===== config.mk =====
export PLATFORM = sky130hd
export DESIGN_NAME = ddr_arbiter
export DESIGN_NICKNAME = d
export VERILOG_FILES = /design/src/rtl/ddr_arb_pkg.sv /design/src/rtl/ddr_arb_addr_gen.sv /design/src/rtl/ddr_arbiter.sv
export SDC_FILE = /design/constraint.sdc
export NUM_CORES = 1
export LEC_CHECK = 0
export CAP_MARGIN = 20
export CORE_AREA = 2 2 260 262
export CTS_BUF_LIST = sky130_fd_sc_hd__clkbuf_4 sky130_fd_sc_hd__clkbuf_8 sky130_fd_sc_hd__clkbuf_16
export CTS_CLUSTER_SIZE = 10
export DETAILED_ROUTE_END_ITERATION = 12
export DIE_AREA = 0 0 262 264
export RECOVER_POWER = 50
export SYNTH_ARGS = -nofsm -noshare
export SYNTH_HDL_FRONTEND = slang
export SYNTH_HIERARCHICAL = 1
export SYNTH_SLANG_ARGS = --single-unit
export TNS_END_PERCENT = 20

===== constraint.sdc =====
create_clock -name clk -period 5.4 [get_ports clk]
set_input_delay 1.08 -clock clk [delete_from_list [all_inputs] [get_ports clk]]
set_output_delay 1.08 -clock clk [all_outputs]
set_load 0.01 [all_outputs]

===== src/rtl/ddr_arb_pkg.sv =====
// ddr_arb_pkg: shared constants and types for the DDR arbiter slice.
//   MIG_CMD_WRITE / MIG_CMD_READ : app_cmd encodings of the MIG user interface
//   arb_state_e                  : arbiter FSM state
package ddr_arb_pkg;
  localparam logic [2:0] MIG_CMD_WRITE = 3'b000;
  localparam logic [2:0] MIG_CMD_READ  = 3'b001;

  typedef enum logic [1:0] {
    ST_CALIB = 2'd0,
    ST_ARB   = 2'd1,
    ST_WRITE = 2'd2,
    ST_READ  = 2'd3
  } arb_state_e;
endpackage


===== src/rtl/ddr_arb_addr_gen.sv =====
// ddr_arb_addr_gen: wrapping beat counter.
// It counts beats 0..FRAME_BEATS-1 and produces a matching byte address.
//   clk, rst_n : clock, async active-low reset
//   adv        : advance one beat
//   addr       : address of the current beat (beat * ADDR_STEP)
//   last       : current beat is the last one of the frame
module ddr_arb_addr_gen #(
  parameter int ADDR_WIDTH  = 27,
  parameter int ADDR_STEP   = 8,
  parameter int FRAME_BEATS = 4096
) (
  input  logic                  clk,
  input  logic                  rst_n,
  input  logic                  adv,
  output logic [ADDR_WIDTH-1:0] addr,
  output logic                  last
);
  localparam int CW = (FRAME_BEATS > 1) ? $clog2(FRAME_BEATS) : 1;

  logic [CW-1:0] cnt;

  assign last = (cnt == CW'(FRAME_BEATS - 1));

  // The address is kept as its own register rather than cnt*STEP so no
  // multiplier sits on the app_addr path.
  always_ff @(posedge clk or negedge rst_n) begin
    if (!rst_n) begin
      cnt  <= '0;
      addr <= '0;
    end else if (adv) begin
      if (last) begin
        cnt  <= '0;
        addr <= '0;
      end else begin
        cnt  <= cnt + CW'(1);
        addr <= addr + ADDR_WIDTH'(ADDR_STEP);
      end
    end
  end
endmodule


===== src/rtl/ddr_arbiter.sv =====
// ddr_arbiter: shares the MIG user interface between a write stream and a
// frame-read stream, with round-robin arbitration and read throttling.
//   clk, rst_n              : DDR UI clock, async active-low reset
//   init_calib_complete     : MIG calibration done; commands only after it
//   wr_axis_*               : write beats from the write CDC FIFO (popped on tready)
//   rd_axis_*               : returned read beats to the read-back CDC FIFO
//   rd_axis_prog_full       : read-back FIFO nearly full, blocks new reads
//   app_*                   : MIG user interface (command, write data, read data)
//   stat_*                  : statistics counters
// Optional build macro DDR_ARB_STATS_EN builds the saturating statistics
// counters; without it the stat ports are tied to 0.
module ddr_arbiter
  import ddr_arb_pkg::*;
#(
  parameter int ADDR_WIDTH      = 27,
  parameter int BIT_WIDTH       = 128,
  parameter int ADDR_STEP       = 8,
  parameter int FRAME_BEATS     = 4096,
  parameter int MAX_OUTSTANDING = 16
) (
  input  logic                   clk,
  input  logic                   rst_n,
  input  logic                   init_calib_complete,
  input  logic                   wr_axis_tvalid,
  output logic                   wr_axis_tready,
  input  logic [BIT_WIDTH-1:0]   wr_axis_tdata,
  input  logic                   wr_axis_tlast,
  output logic                   rd_axis_tvalid,
  output logic [BIT_WIDTH-1:0]   rd_axis_tdata,
  output logic                   rd_axis_tlast,
  input  logic                   rd_axis_prog_full,
  output logic [ADDR_WIDTH-1:0]  app_addr,
  output logic [2:0]             app_cmd,
  output logic                   app_en,
  input  logic                   app_rdy,
  output logic [BIT_WIDTH-1:0]   app_wdf_data,
  output logic                   app_wdf_wren,
  output logic                   app_wdf_end,
  output logic [BIT_WIDTH/8-1:0] app_wdf_mask,
  input  logic                   app_wdf_rdy,
  input  logic [BIT_WIDTH-1:0]   app_rd_data,
  input  logic                   app_rd_data_valid,
  output logic [31:0]            stat_wr_beats,
  output logic [31:0]            stat_rd_beats,
  output logic [31:0]            stat_stall_cycles
);
  localparam int OW = $clog2(MAX_OUTSTANDING + 1);

  arb_state_e            state_q, state_d;
  logic                  last_wr_q, last_wr_d;   // last grant was the write stream
  logic                  cmd_done_q, cmd_done_d;
  logic                  dat_done_q, dat_done_d;
  logic [ADDR_WIDTH-1:0] wr_addr_q;
  logic [ADDR_WIDTH-1:0] rd_addr;
  logic [OW-1:0]         outstanding_q;
  logic                  wr_elig, rd_elig;
  logic                  cmd_acc, dat_acc, wr_pop, rd_issue;
  logic                  ret_last;
  logic                  rd_last_unused;
  logic [ADDR_WIDTH-1:0] ret_addr_unused;

  assign wr_elig = wr_axis_tvalid;
  assign rd_elig = !rd_axis_prog_full && (outstanding_q < OW'(MAX_OUTSTANDING));

  // MIG-side outputs decode only registered state, so they hold steady while
  // waiting on app_rdy / app_wdf_rdy. Write data comes straight from the
  // FIFO head, which cannot change until the pop.
  assign app_en       = ((state_q == ST_WRITE) && !cmd_done_q) || (state_q == ST_READ);
  assign app_cmd      = (state_q == ST_READ) ? MIG_CMD_READ : MIG_CMD_WRITE;
  assign app_addr     = (state_q == ST_WRITE) ? wr_addr_q :
                        (state_q == ST_READ)  ? rd_addr   : '0;
  assign app_wdf_wren = (state_q == ST_WRITE) && !dat_done_q;
  assign app_wdf_end  = app_wdf_wren;
  assign app_wdf_data = app_wdf_wren ? wr_axis_tdata : '0;
  assign app_wdf_mask = '0;

  assign cmd_acc  = (state_q == ST_WRITE) && !cmd_done_q && app_rdy;
  assign dat_acc  = app_wdf_wren && app_wdf_rdy;
  // Pop in the cycle the later of command/data is accepted.
  assign wr_pop   = (state_q == ST_WRITE) && (cmd_done_q || cmd_acc) && (dat_done_q || dat_acc);
  assign rd_issue = (state_q == ST_READ) && app_rdy;
  assign wr_axis_tready = wr_pop;

  always_ff @(posedge clk or negedge rst_n) begin
    if (!rst_n) begin
      state_q    <= ST_CALIB;
      last_wr_q  <= 1'b0;
      cmd_done_q <= 1'b0;
      dat_done_q <= 1'b0;
    end else begin
      state_q    <= state_d;
      last_wr_q  <= last_wr_d;
      cmd_done_q <= cmd_done_d;
      dat_done_q <= dat_done_d;
    end
  end

  always_comb begin
    state_d    = state_q;
    last_wr_d  = last_wr_q;
    cmd_done_d = cmd_done_q;
    dat_done_d = dat_done_q;
    case (state_q)
      ST_CALIB: if (init_calib_complete) state_d = ST_ARB;
      ST_ARB: begin
        cmd_done_d = 1'b0;
        dat_done_d = 1'b0;
        if (!init_calib_complete) begin
          state_d = ST_CALIB;
        end else if (wr_elig && (!rd_elig || !last_wr_q)) begin
          state_d   = ST_WRITE;
          last_wr_d = 1'b1;
        end else if (rd_elig) begin
          state_d   = ST_READ;
          last_wr_d = 1'b0;
        end
      end
      ST_WRITE: begin
        if (wr_pop) begin
          cmd_done_d = 1'b0;
          dat_done_d = 1'b0;
          // A calibration drop is honoured only once the beat is complete.
          state_d    = init_calib_complete ? ST_ARB : ST_CALIB;
        end else begin
          cmd_done_d = cmd_done_q | cmd_acc;
          dat_done_d = dat_done_q | dat_acc;
        end
      end
      ST_READ: if (rd_issue) state_d = init_calib_complete ? ST_ARB : ST_CALIB;
      default: state_d = ST_CALIB;
    endcase
  end

  // Write address restarts at 0 after the frame's last beat.
  always_ff @(posedge clk or negedge rst_n) begin
    if (!rst_n)      wr_addr_q <= '0;
    else if (wr_pop) wr_addr_q <= wr_axis_tlast ? '0 : wr_addr_q + ADDR_WIDTH'(ADDR_STEP);
  end

  // Issued-but-unreturned reads; simultaneous issue and return cancel out.
  always_ff @(posedge clk or negedge rst_n) begin
    if (!rst_n) begin
      outstanding_q <= '0;
    end else begin
      case ({rd_issue, app_rd_data_valid})
        2'b10:   outstanding_q <= outstanding_q + OW'(1);
        2'b01:   if (outstanding_q != '0) outstanding_q <= outstanding_q - OW'(1);
        default: outstanding_q <= outstanding_q;
      endcase
    end
  end

  // Return path: one register stage toward the read-back FIFO.
  always_ff @(posedge clk or negedge rst_n) begin
    if (!rst_n) begin
      rd_axis_tvalid <= 1'b0;
      rd_axis_tdata  <= '0;
      rd_axis_tlast  <= 1'b0;
    end else begin
      rd_axis_tvalid <= app_rd_data_valid;
      rd_axis_tlast  <= app_rd_data_valid && ret_last;
      if (app_rd_data_valid) rd_axis_tdata <= app_rd_data;
    end
  end

  ddr_arb_addr_gen #(
    .ADDR_WIDTH (ADDR_WIDTH),
    .ADDR_STEP  (ADDR_STEP),
    .FRAME_BEATS(FRAME_BEATS)
  ) u_rd_addr (
    .clk  (clk),
    .rst_n(rst_n),
    .adv  (rd_issue),
    .addr (rd_addr),
    .last (rd_last_unused)
  );

  // Only the last-beat flag of the return counter is needed.
  ddr_arb_addr_gen #(
    .ADDR_WIDTH (ADDR_WIDTH),
    .ADDR_STEP  (ADDR_STEP),
    .FRAME_BEATS(FRAME_BEATS)
  ) u_ret_cnt (
    .clk  (clk),
    .rst_n(rst_n),
    .adv  (app_rd_data_valid),
    .addr (ret_addr_unused),
    .last (ret_last)
  );

`ifdef DDR_ARB_STATS_EN
  logic [31:0] wr_beats_q, rd_beats_q, stall_q;

  always_ff @(posedge clk or negedge rst_n) begin
    if (!rst_n) begin
      wr_beats_q <= '0;
      rd_beats_q <= '0;
      stall_q    <= '0;
    end else begin
      if (wr_pop && (wr_beats_q != '1))                 wr_beats_q <= wr_beats_q + 32'd1;
      if (app_rd_data_valid && (rd_beats_q != '1))      rd_beats_q <= rd_beats_q + 32'd1;
      if (app_en && !app_rdy && (stall_q != '1))        stall_q    <= stall_q + 32'd1;
    end
  end

  assign stat_wr_beats     = wr_beats_q;
  assign stat_rd_beats     = rd_beats_q;
  assign stat_stall_cycles = stall_q;
`else
  assign stat_wr_beats     = '0;
  assign stat_rd_beats     = '0;
  assign stat_stall_cycles = '0;
`endif
endmodule


Word level (Yosys, flattened, before mapping)
Cells that the tools add are included.
{"block": "word_totals", "ff_bits": 218, "input_bits": 265, "out_inout_bits": 404}
{"block": "classes", "n_addsub": 6, "order_cmp": 1, "n_eq_ne": 12, "n_mux": 24, "n_bitwise": 2, "n_reduce_logical": 27}
{"cell": "128-bit two-way mux", "count": 1}
{"cell": "27-bit two-way mux", "count": 4}
{"cell": "27-bit by 4-bit adder with 27-bit output (second input constant)", "count": 2}
{"cell": "12-bit by 1-bit adder with 12-bit output (second input constant)", "count": 2}
{"cell": "12-bit equality test (second input constant)", "count": 2}
{"cell": "12-bit two-way mux", "count": 2}
{"cell": "2-bit two-way mux", "count": 6}
{"cell": "1-bit logical AND", "count": 10}
{"cell": "5-bit one-hot mux with 2 select lines", "count": 1}
{"cell": "2-bit inequality test (second input constant)", "count": 4}
{"cell": "2-bit one-hot mux with 4 select lines", "count": 1}
{"cell": "2-bit equality test (second input constant)", "count": 3}
{"cell": "1-bit two-way mux", "count": 6}
{"cell": "2-bit nonzero test", "count": 3}
{"cell": "5-bit by 1-bit adder with 5-bit output (second input constant)", "count": 1}
{"cell": "1-bit logical NOT", "count": 5}
{"cell": "5-bit less-than comparator (second input constant)", "count": 1}
{"cell": "5-bit two-way mux", "count": 1}
{"cell": "5-bit nonzero test", "count": 1}
{"cell": "5-bit by 1-bit subtractor with 5-bit output (second input constant)", "count": 1}
{"cell": "2-bit by 1-bit equality test with 1-bit output (second input constant)", "count": 2}
{"cell": "1-bit logical OR", "count": 4}
{"cell": "4-bit inequality test (second input constant)", "count": 1}
{"cell": "1-bit one-hot mux with 2 select lines", "count": 2}
{"cell": "other kinds (5)", "count": 6}

Depth between registers and ports, before layout
Gate-level depths: netlist of the first run.
{"block": "logic_depth", "ltp_word": 8, "depth_mapped": 8, "mapped_depth_nobuf": 8}

Hierarchy
Netlist of the first run, hierarchy kept.
{"module": "ddr_arbiter", "n_inst": 1, "cells_each": 773, "area_each_um2": 8688.3, "seq_area_each_um2": 4103.9}
{"module": "ddr_arb_addr_gen", "n_inst": 2, "cells_each": 191, "area_each_um2": 1848.0, "seq_area_each_um2": 900.9}

Worst setup path after synthesis of the first run
Ideal clock, no wire load.
{"block": "synth_path", "path_kind": "in2reg", "startpoint": "input app_rd_data_valid", "endpoint": "register outstanding_q[4]", "setup_time_ns": 0.080, "t_arrival_ns": 2.634, "path_slack_ns": 2.686, "cell_stages": 7, "n_path_buf": 0, "path_cell_list": "a21boi_1 xor2_1 ha_1 or4_1 o221ai_1 mux2i_1 xnor2_1"}
{"block": "synth_between", "elab_chain_cells": 3}
{"element": "start: declaration", "line_no": "ddr_arbiter.sv:42", "source": "input logic app_rd_data_valid,"}
{"element": "2-bit by 1-bit equality test with 1-bit output / 2-bit equality test (equally long branches)", "line_no": "ddr_arbiter.sv:145", "source": "case ({rd_issue, app_rd_data_valid})"}
{"element": "2-bit inequality test (no source line) / 2-bit nonzero test (equally long branches)"}
{"element": "2-bit AND reduction (no source line)"}
{"element": "end signal: assignment", "line_no": "ddr_arbiter.sv:146", "source": "2'b10: outstanding_q <= outstanding_q + OW'(1);"}
{"element": "end signal: assignment", "line_no": "ddr_arbiter.sv:147", "source": "2'b01: if (outstanding_q != '0) outstanding_q <= outstanding_q - OW'(1);"}
{"element": "end signal: assignment", "line_no": "ddr_arbiter.sv:148", "source": "default: outstanding_q <= outstanding_q;"}
{"element": "end: declaration", "line_no": "ddr_arbiter.sv:55", "source": "logic [OW-1:0] outstanding_q;"}
Parallel ways exist; a longest one is shown, timed or not.
A chain may end at the register's enable or synchronous reset.

Worst setup path in the final report of the first run
{"block": "layout_path", "startpoint": "input app_rd_data_valid", "endpoint": "register outstanding_q[1]"}
Same word-level chain as after synthesis.

==> results.md, run 1 <==
- Maximum vdd ir drop: 0.0002146 V
- Tmin final: roughly 4.5 ns
- Fmax: 222.7 MHz
- Sequential share of power: a little under two fifths
- Crit path setup slack, layout: 0.9095 ns
- RSZ-0062 raised after global routing: no
- Internal: 3.696 mW
- DRT antenna net count: 0
- Cell Rows: 95
- Met1 wire length: ~18,000 um
- CTS tree: built
- Final Core Density: 27.06%
- WP depth: 5
- DR top layer: met5
- Worst path max stage delay: 1.81 ns
- Sw frac: 30.22%
- Clk buf depth: 3
- Slew HR: -123.4%
- Number of port buffers: 551
- Initial core utilization: ~17%
- WL per Instance: between 15 and 20 um
- Switching power: 1.601 mW
- Final Setup Violations: 0
- R2R Path Start: state_q[0]
- Die area: 69,170 um2
- Crit end category: flop
- Setup WS pre-CTS: 1.427 ns
- Critical Path RT: 5.83 ns
- Post-DP HPWL: 35,470 um
- Pins Over Slew Limit: around 180
- Worst reg-to-reg path cell count: 9
- Ports placed on the boundary: 669
- Share of layout cells above drive strength 1: between 10% and 20%
- Mapped Cells: 1,022
- # DRC: 0
- Initial antenna violation count: 34
- Met3 WL: 5321 um
- CORE AREA: 66,560 um2
- Critical path buffer and inverter count: 2
- Crit-path cells: clkbuf_1 > clkbuf_2 > nor2_1 > or2_1 > mux2_2
- Layout area overhead: 62.03%
- Via count: 9,567
- Number of synthesis warnings: 6
- DR WL met2: 20,570 um
- Most common cell after layout, fill and taps aside: clkdlybuf4s50_1
- Buffers inserted by post-CTS timing repair: 0
- Gr usage total: between 10% and 20%
- Run status: finished with violations
- Slowest CP cell: clkbuf_1
- Final WL: 44,750 um
- Final nets: 1,833
- Most frequent cells in the layout: clkdlybuf4s50_1, dfrtp_1, and2_1
- Worst-path clk slew: 0.06 ns
- CP Data Arrival Time: 4.92 ns
- Final instance area: about 18,000 um2
- Lkg Pwr: 7.232 nW
- Worst setup path endpoint: outstanding_q[1]
- DP Area: 17,150 um2
- Fin. Hold Viols: 0
- Fin cells: 2,452
- Largest net degree at the start of global routing: between 100 and 150
- Worst Tran Pin Value: 3.351 ns
- Clock power frac: around 33%
- RD Place Congestion: 0.8566
- Failing checks: capacitance limit, slew limit
- Worst-Skew Late Latency: around 0.57 ns
- Syn_area_per_cell: roughly 11 um2
- Number of max-cap violations: 2
- Clk sinks: about 210
- Worst min path class: flop to flop
- Horiz. Die Dim: 262 um
- Global route total overflow: 0
- Vias in the first global route: 9,892
- Reg2reg end: wr_addr_q[26]
- Power share of the combinational group: 29.6%
- Vias/cell: around 3.9
- DP Cell Count: 2,400
- # hold bufs at CTS: 0
- Post-CTS Resized: 0
- Crit Path Category: primary input to flop
- Die Ht: between 200 and 300 um
- First-pass GRT wire length: roughly 64,000 um
- Worst Skew: 0.01908 ns
- CTS buffer count: 28
- CP delay by family, top: buffers and inverters
- Iteration-0 DRC Markers: 623
- Tcrit/Tclk final: 83.16%
- Power Total: approximately 5.3 mW
- Reg2reg setup slack: between 2 and 2.5 ns
- Setup TNS: 0 ns
- WHS: 0.4729 ns
- CP Launch Type: primary input
- DR pass1 iterations: 5
- Critical Path Fanout Max: 45
- CP startpoint: app_rd_data_valid
- Cell Area, Synth: 11,120 um2
- Root buffer cell: clkbuf_16
- PD cells: a little under 300 nW/um2
- Max H-tree Level: 1
-- state kept, by name (all words and copies together) (netlist names) --
register and count:
cmd_done_q 1, dat_done_q 1, last_wr_q 1, outstanding_q 5
rd_axis_tdata 128, rd_axis_tlast 1, rd_axis_tvalid 1, state_q 2
u_rd_addr/addr 24, u_rd_addr/cnt 12, u_ret_cnt/cnt 12, wr_addr_q 24
-- layer usage --
layer / vias up / GRT usage [%]
met5: - / 0
met4: 36 / 3.329
met1: 4596 / 14.16
met3: 89 / 6.362
li1: 4387 / -
met2: 459 / 20.02
-- how the worst min path moves through the flow --
stage                      start           endpoint  slack, ns  cells after the start
2_1_floorplan  u_rd_addr/cnt[10]  u_rd_addr/cnt[10]       0.44                      1
3_3_place_gp   u_rd_addr/cnt[10]  u_rd_addr/cnt[10]       0.46                      1
3_5_place_dp    u_rd_addr/cnt[6]   u_rd_addr/cnt[6]       0.46                      1
4_1_cts         u_rd_addr/cnt[6]   u_rd_addr/cnt[6]       0.48                      1
5_1_grt         u_rd_addr/cnt[6]   u_rd_addr/cnt[6]       0.48                      1
6_report       u_ret_cnt/cnt[10]  u_ret_cnt/cnt[10]       0.47                      1
-- power groups by stage --
stage / Clock, mW / Combinational (mW) / Sequential, mW
2_1_floorplan: 0 / 0.737 / 1.98
4_1_cts: 1.85 / 1.59 / 1.96
3_5_place_dp: 0 / 1.57 / 1.99
3_3_place_gp: 0 / 1.54 / 1.97
6_report: 1.76 / 1.57 / 1.96
5_1_grt: 1.92 / 1.70 / 2.00
-- cell type report --
cell class	count	area, um2
inverter	19	71.32
sequential	212	5305
clock inverter	7	80.08
multi-input combinational	736	5084
antenna	9	22.52
timing repair buffer	560	5578
tap	873	1092
clock buffer	36	779.5
fill	6909	48550
-- worst reg2reg max path: stages (launching register included) --
cell and delay [ns]:
dfrtp_1 0.40, inv_1 0.14, ha_1 0.17, buf_4 0.33
o221ai_1 0.21, clkbuf_1 0.30, inv_1 0.26, nand4_1 0.38
or4_1 0.59, a21oi_1 0.16
Power figures use the tool's default switching activity.
==> run 2: changes to the inputs <==
Clock period 5.4 ns to 3.7 ns, I/O delays scaled along.
==> results.md, run 2 (synthesis results as in run 1) <==
- Run status: finished with violations
- Failing checks: capacitance limit, slew limit
- Share of layout cells above drive strength 1: 13.05% (+0.43 points)
- Switching power: 2.374 mW (+48%)
- Worst-path clk slew: 0.06 ns (about the same)
- Critical Path RT: 2.96 ns (-2.87 ns)
- Sw frac: 30.61% (+0.39 points)
- Initial core utilization: 16.70% (unchanged)
- Maximum vdd ir drop: 0.0003423 V (+60%)
- Crit Path Category: flop to output port
- Hold Path Depth: 1 (unchanged)
- Worst-Skew Late Latency: 0.57 ns (about the same)
- Tmin final: 3.521 ns
- Pins Over Slew Limit: 125 (-29%)
- Most frequent cells in the layout: clkdlybuf4s50_1, dfrtp_1, and2_1
- Hold Path End: u_rd_addr/cnt[10]
- Crit-path cells: inv_1 > ha_1 > buf_4 > nor2_2 > buf_6 > a22o_1 > clkdlybuf4s50_1
- PD cells: 429.0 nW/um2 (+46%)
- Vias in the first global route: 9,861 (-0.31%)
- Horiz. Die Dim: 262 um (unchanged)
- Worst path max stage delay: 0.57 ns (-1.24 ns)
- Ports placed on the boundary: 669 (unchanged)
- Crit end category: output port
- Root buffer cell: clkbuf_16
- Top reg by flops: rd_axis_tdata
- CP Data Arrival Time: 2.78 ns (-2.14 ns)
- DR pass1 iterations: 5 (unchanged)
- Reg2reg setup slack: 0.67 ns (-1.75 ns)
- Fin. Hold Viols: 0 (unchanged)
- Lkg Pwr: 7.280 nW (+0.67%)
- Vias/cell: 3.909 (+0.18%)
- CP startpoint: state_q[0]
- Gr busiest metal: met2
- Number of max-cap violations: 2 (unchanged)
- CTS tree: built
- Final nets: 1,841 (+0.44%)
- Top flop regs: rd_axis_tdata (128), u_rd_addr/addr (24), wr_addr_q (24)
- Most common cell after layout, fill and taps aside: clkdlybuf4s50_1
- CTS buffer count: 27 (-3.6%)
- GR Util met2: 20.35% (+0.33 points)
- RD Place Congestion: 0.8403 (-1.9%)
- Worst min path class: flop to flop
- Iteration-0 DRC Markers: 539 (-13%)
- Worst Tran Pin Value: 2.635 ns (-0.7153 ns)
- Final WL: 45,800 um (+2.4%)
- First-pass GRT wire length: 65,380 um (+1.9%)
- Fin cells: 2,455 (+0.12%)
- Setup TNS: 0 ns (unchanged)
- Met1 Usage GRT: 15.89% (+1.7 points)
- R2R Path Start: state_q[0]
- Power share of the combinational group: 30.5% (+0.9 points)
- Internal: 5.382 mW (+46%)
- Grt met3 use: 4.491% (-1.9 points)
- Tcrit/Tclk final: around 95%
- RSZ-0062 raised after global routing: no
- Slowest CP cell: clkdlybuf4s50_1
- DP Cell Count: 2,407 (+0.29%)
- Clk buf depth: 3 (unchanged)
- Initial antenna violation count: 22 (-35%)
- Global route total overflow: 0 (unchanged)
- Clock power frac: 32.4% (-0.9 points)
- Worst reg-to-reg path cell count: 8 (-1)
- Clk sinks: 212 (unchanged)
- Critical Path Fanout Max: 31 (-31%)
- Reg2reg end: wr_addr_q[17]
- Number of port buffers: 551 (unchanged)
- Worst hold start: u_rd_addr/cnt[10]
- DRT antenna net count: 0 (unchanged)
- Number of flip-flops in the largest register: 128 (unchanged)
- Worst Skew: 0.01218 ns (-0.006899 ns)
- Die Ht: 264 um (unchanged)
- Slew HR: -75.70% (+48 points)
- Die area: 69,170 um2 (unchanged)
- Via count: 9,596 (+0.30%)
- Post-DP HPWL: 36,100 um (+1.8%)
- Largest net degree at the start of global routing: 96 (-26%)
- Max H-tree Level: 1 (unchanged)
- CORE AREA: 66,560 um2 (unchanged)
- CP Launch Type: flop
- Layout area overhead: 62.62%
- Final Setup Violations: 0 (unchanged)
- Gr usage total: 12.57% (+0.23 points)
- Fmax: 284.0 MHz
- # DRC: 0 (unchanged)
- WL per Instance: 18.66 um (+2.2%)
- # fillers: 6,966 (+0.83%)
- Sequential share of power: 37.1% (about the same)
- Cell Rows: 95 (unchanged)
run 2: changes by cell type in the layout (fill, tap and decap cells not counted), moves of 2 or more:
cell / change
clkinv_2: -2
diode_2: -6
clkbuf_4: +4
buf_12: +4
buf_4: +2
run 2: repair_timing:
| action | in CTS | in global routing |
|---|---|---|
| hold buffers | 0 | 0 |
| resized for setup | 0 | 1 |
| buffers inserted | 0 | 1 |
| setup endpoints to repair | 0 | 22 |
run 2: metal layers:
layer / share of wire [%] / vias up
met5: 0.30 / -
met4: 2.2 / 22
met3: 9.6 / 80
li1: - / 4394
met1: 42 / 4621
met2: 46 / 479
run 2: per-stage QoR:
| stage | hold WS (ns) | cell area [um2] | power (mW) | setup WS [ns] | util (%) |
|---|---|---|---|---|---|
| after floorplan | 0.4418 | 11550 | 3.970 | 1.326 | - |
| after global placement | 0.4547 | 17240 | 5.201 | 0.5201 | 25.91 |
| after detailed placement | 0.4608 | 17240 | 5.259 | 0.4915 | 25.91 |
| after CTS | 0.2292 | 18080 | 7.888 | 0.06372 | 27.16 |
| after global routing | 0.4920 | 18070 | 8.192 | 0.03384 | 27.15 |
| final | 0.4694 | 18080 | 7.756 | 0.1790 | 27.16 |
run 2: power by group through the flow:
stage / Combinational (mW) / Sequential [mW] / Clock [mW]
5_1_grt: 2.55 / 2.92 / 2.72
3_3_place_gp: 2.31 / 2.89 / 0
3_5_place_dp: 2.35 / 2.91 / 0
4_1_cts: 2.37 / 2.87 / 2.64
6_report: 2.36 / 2.88 / 2.52
2_1_floorplan: 1.08 / 2.89 / 0
run 2: layout make-up:
| class | instances | area, um2 | area share (%) |
|---|---|---|---|
| Multi-Input combinational cell | 737 | 5079 | 28.09 |
| Antenna cell | 3 | 7.507 | 0.04153 |
| Clock inverter | 3 | 36.28 | 0.2007 |
| Timing Repair Buffer | 568 | 5689 | 31.47 |
| Sequential cell | 212 | 5305 | 29.34 |
| Inverter | 19 | 71.32 | 0.3945 |
| Clock buffer | 40 | 798.3 | 4.416 |
| Tap cell | 873 | 1092 | 6.042 |
run 2: worst max-delay path, delay by kind of cell, from the launching register on:
kind | cells | cell delay, ns
AO/OA/AOI/OAI | 1 | 0.22
adder cells (fa/ha/maj) | 1 | 0.27
AND/OR/NAND/NOR | 1 | 0.13
buffers and inverters | 4 | 1.19
flip-flops | 1 | 0.38
run 2: worst max path at each step:
| stage | to | cells past startpoint |
|---|---|---|
| final | app_addr[21] | 7 |
| after global routing | app_addr[23] | 7 |
| after CTS | app_wdf_data[25] | 6 |
| after detailed placement | outstanding_q[4] | 8 |
| after global placement | wr_addr_q[17] | 6 |
| after floorplan | outstanding_q[4] | 7 |
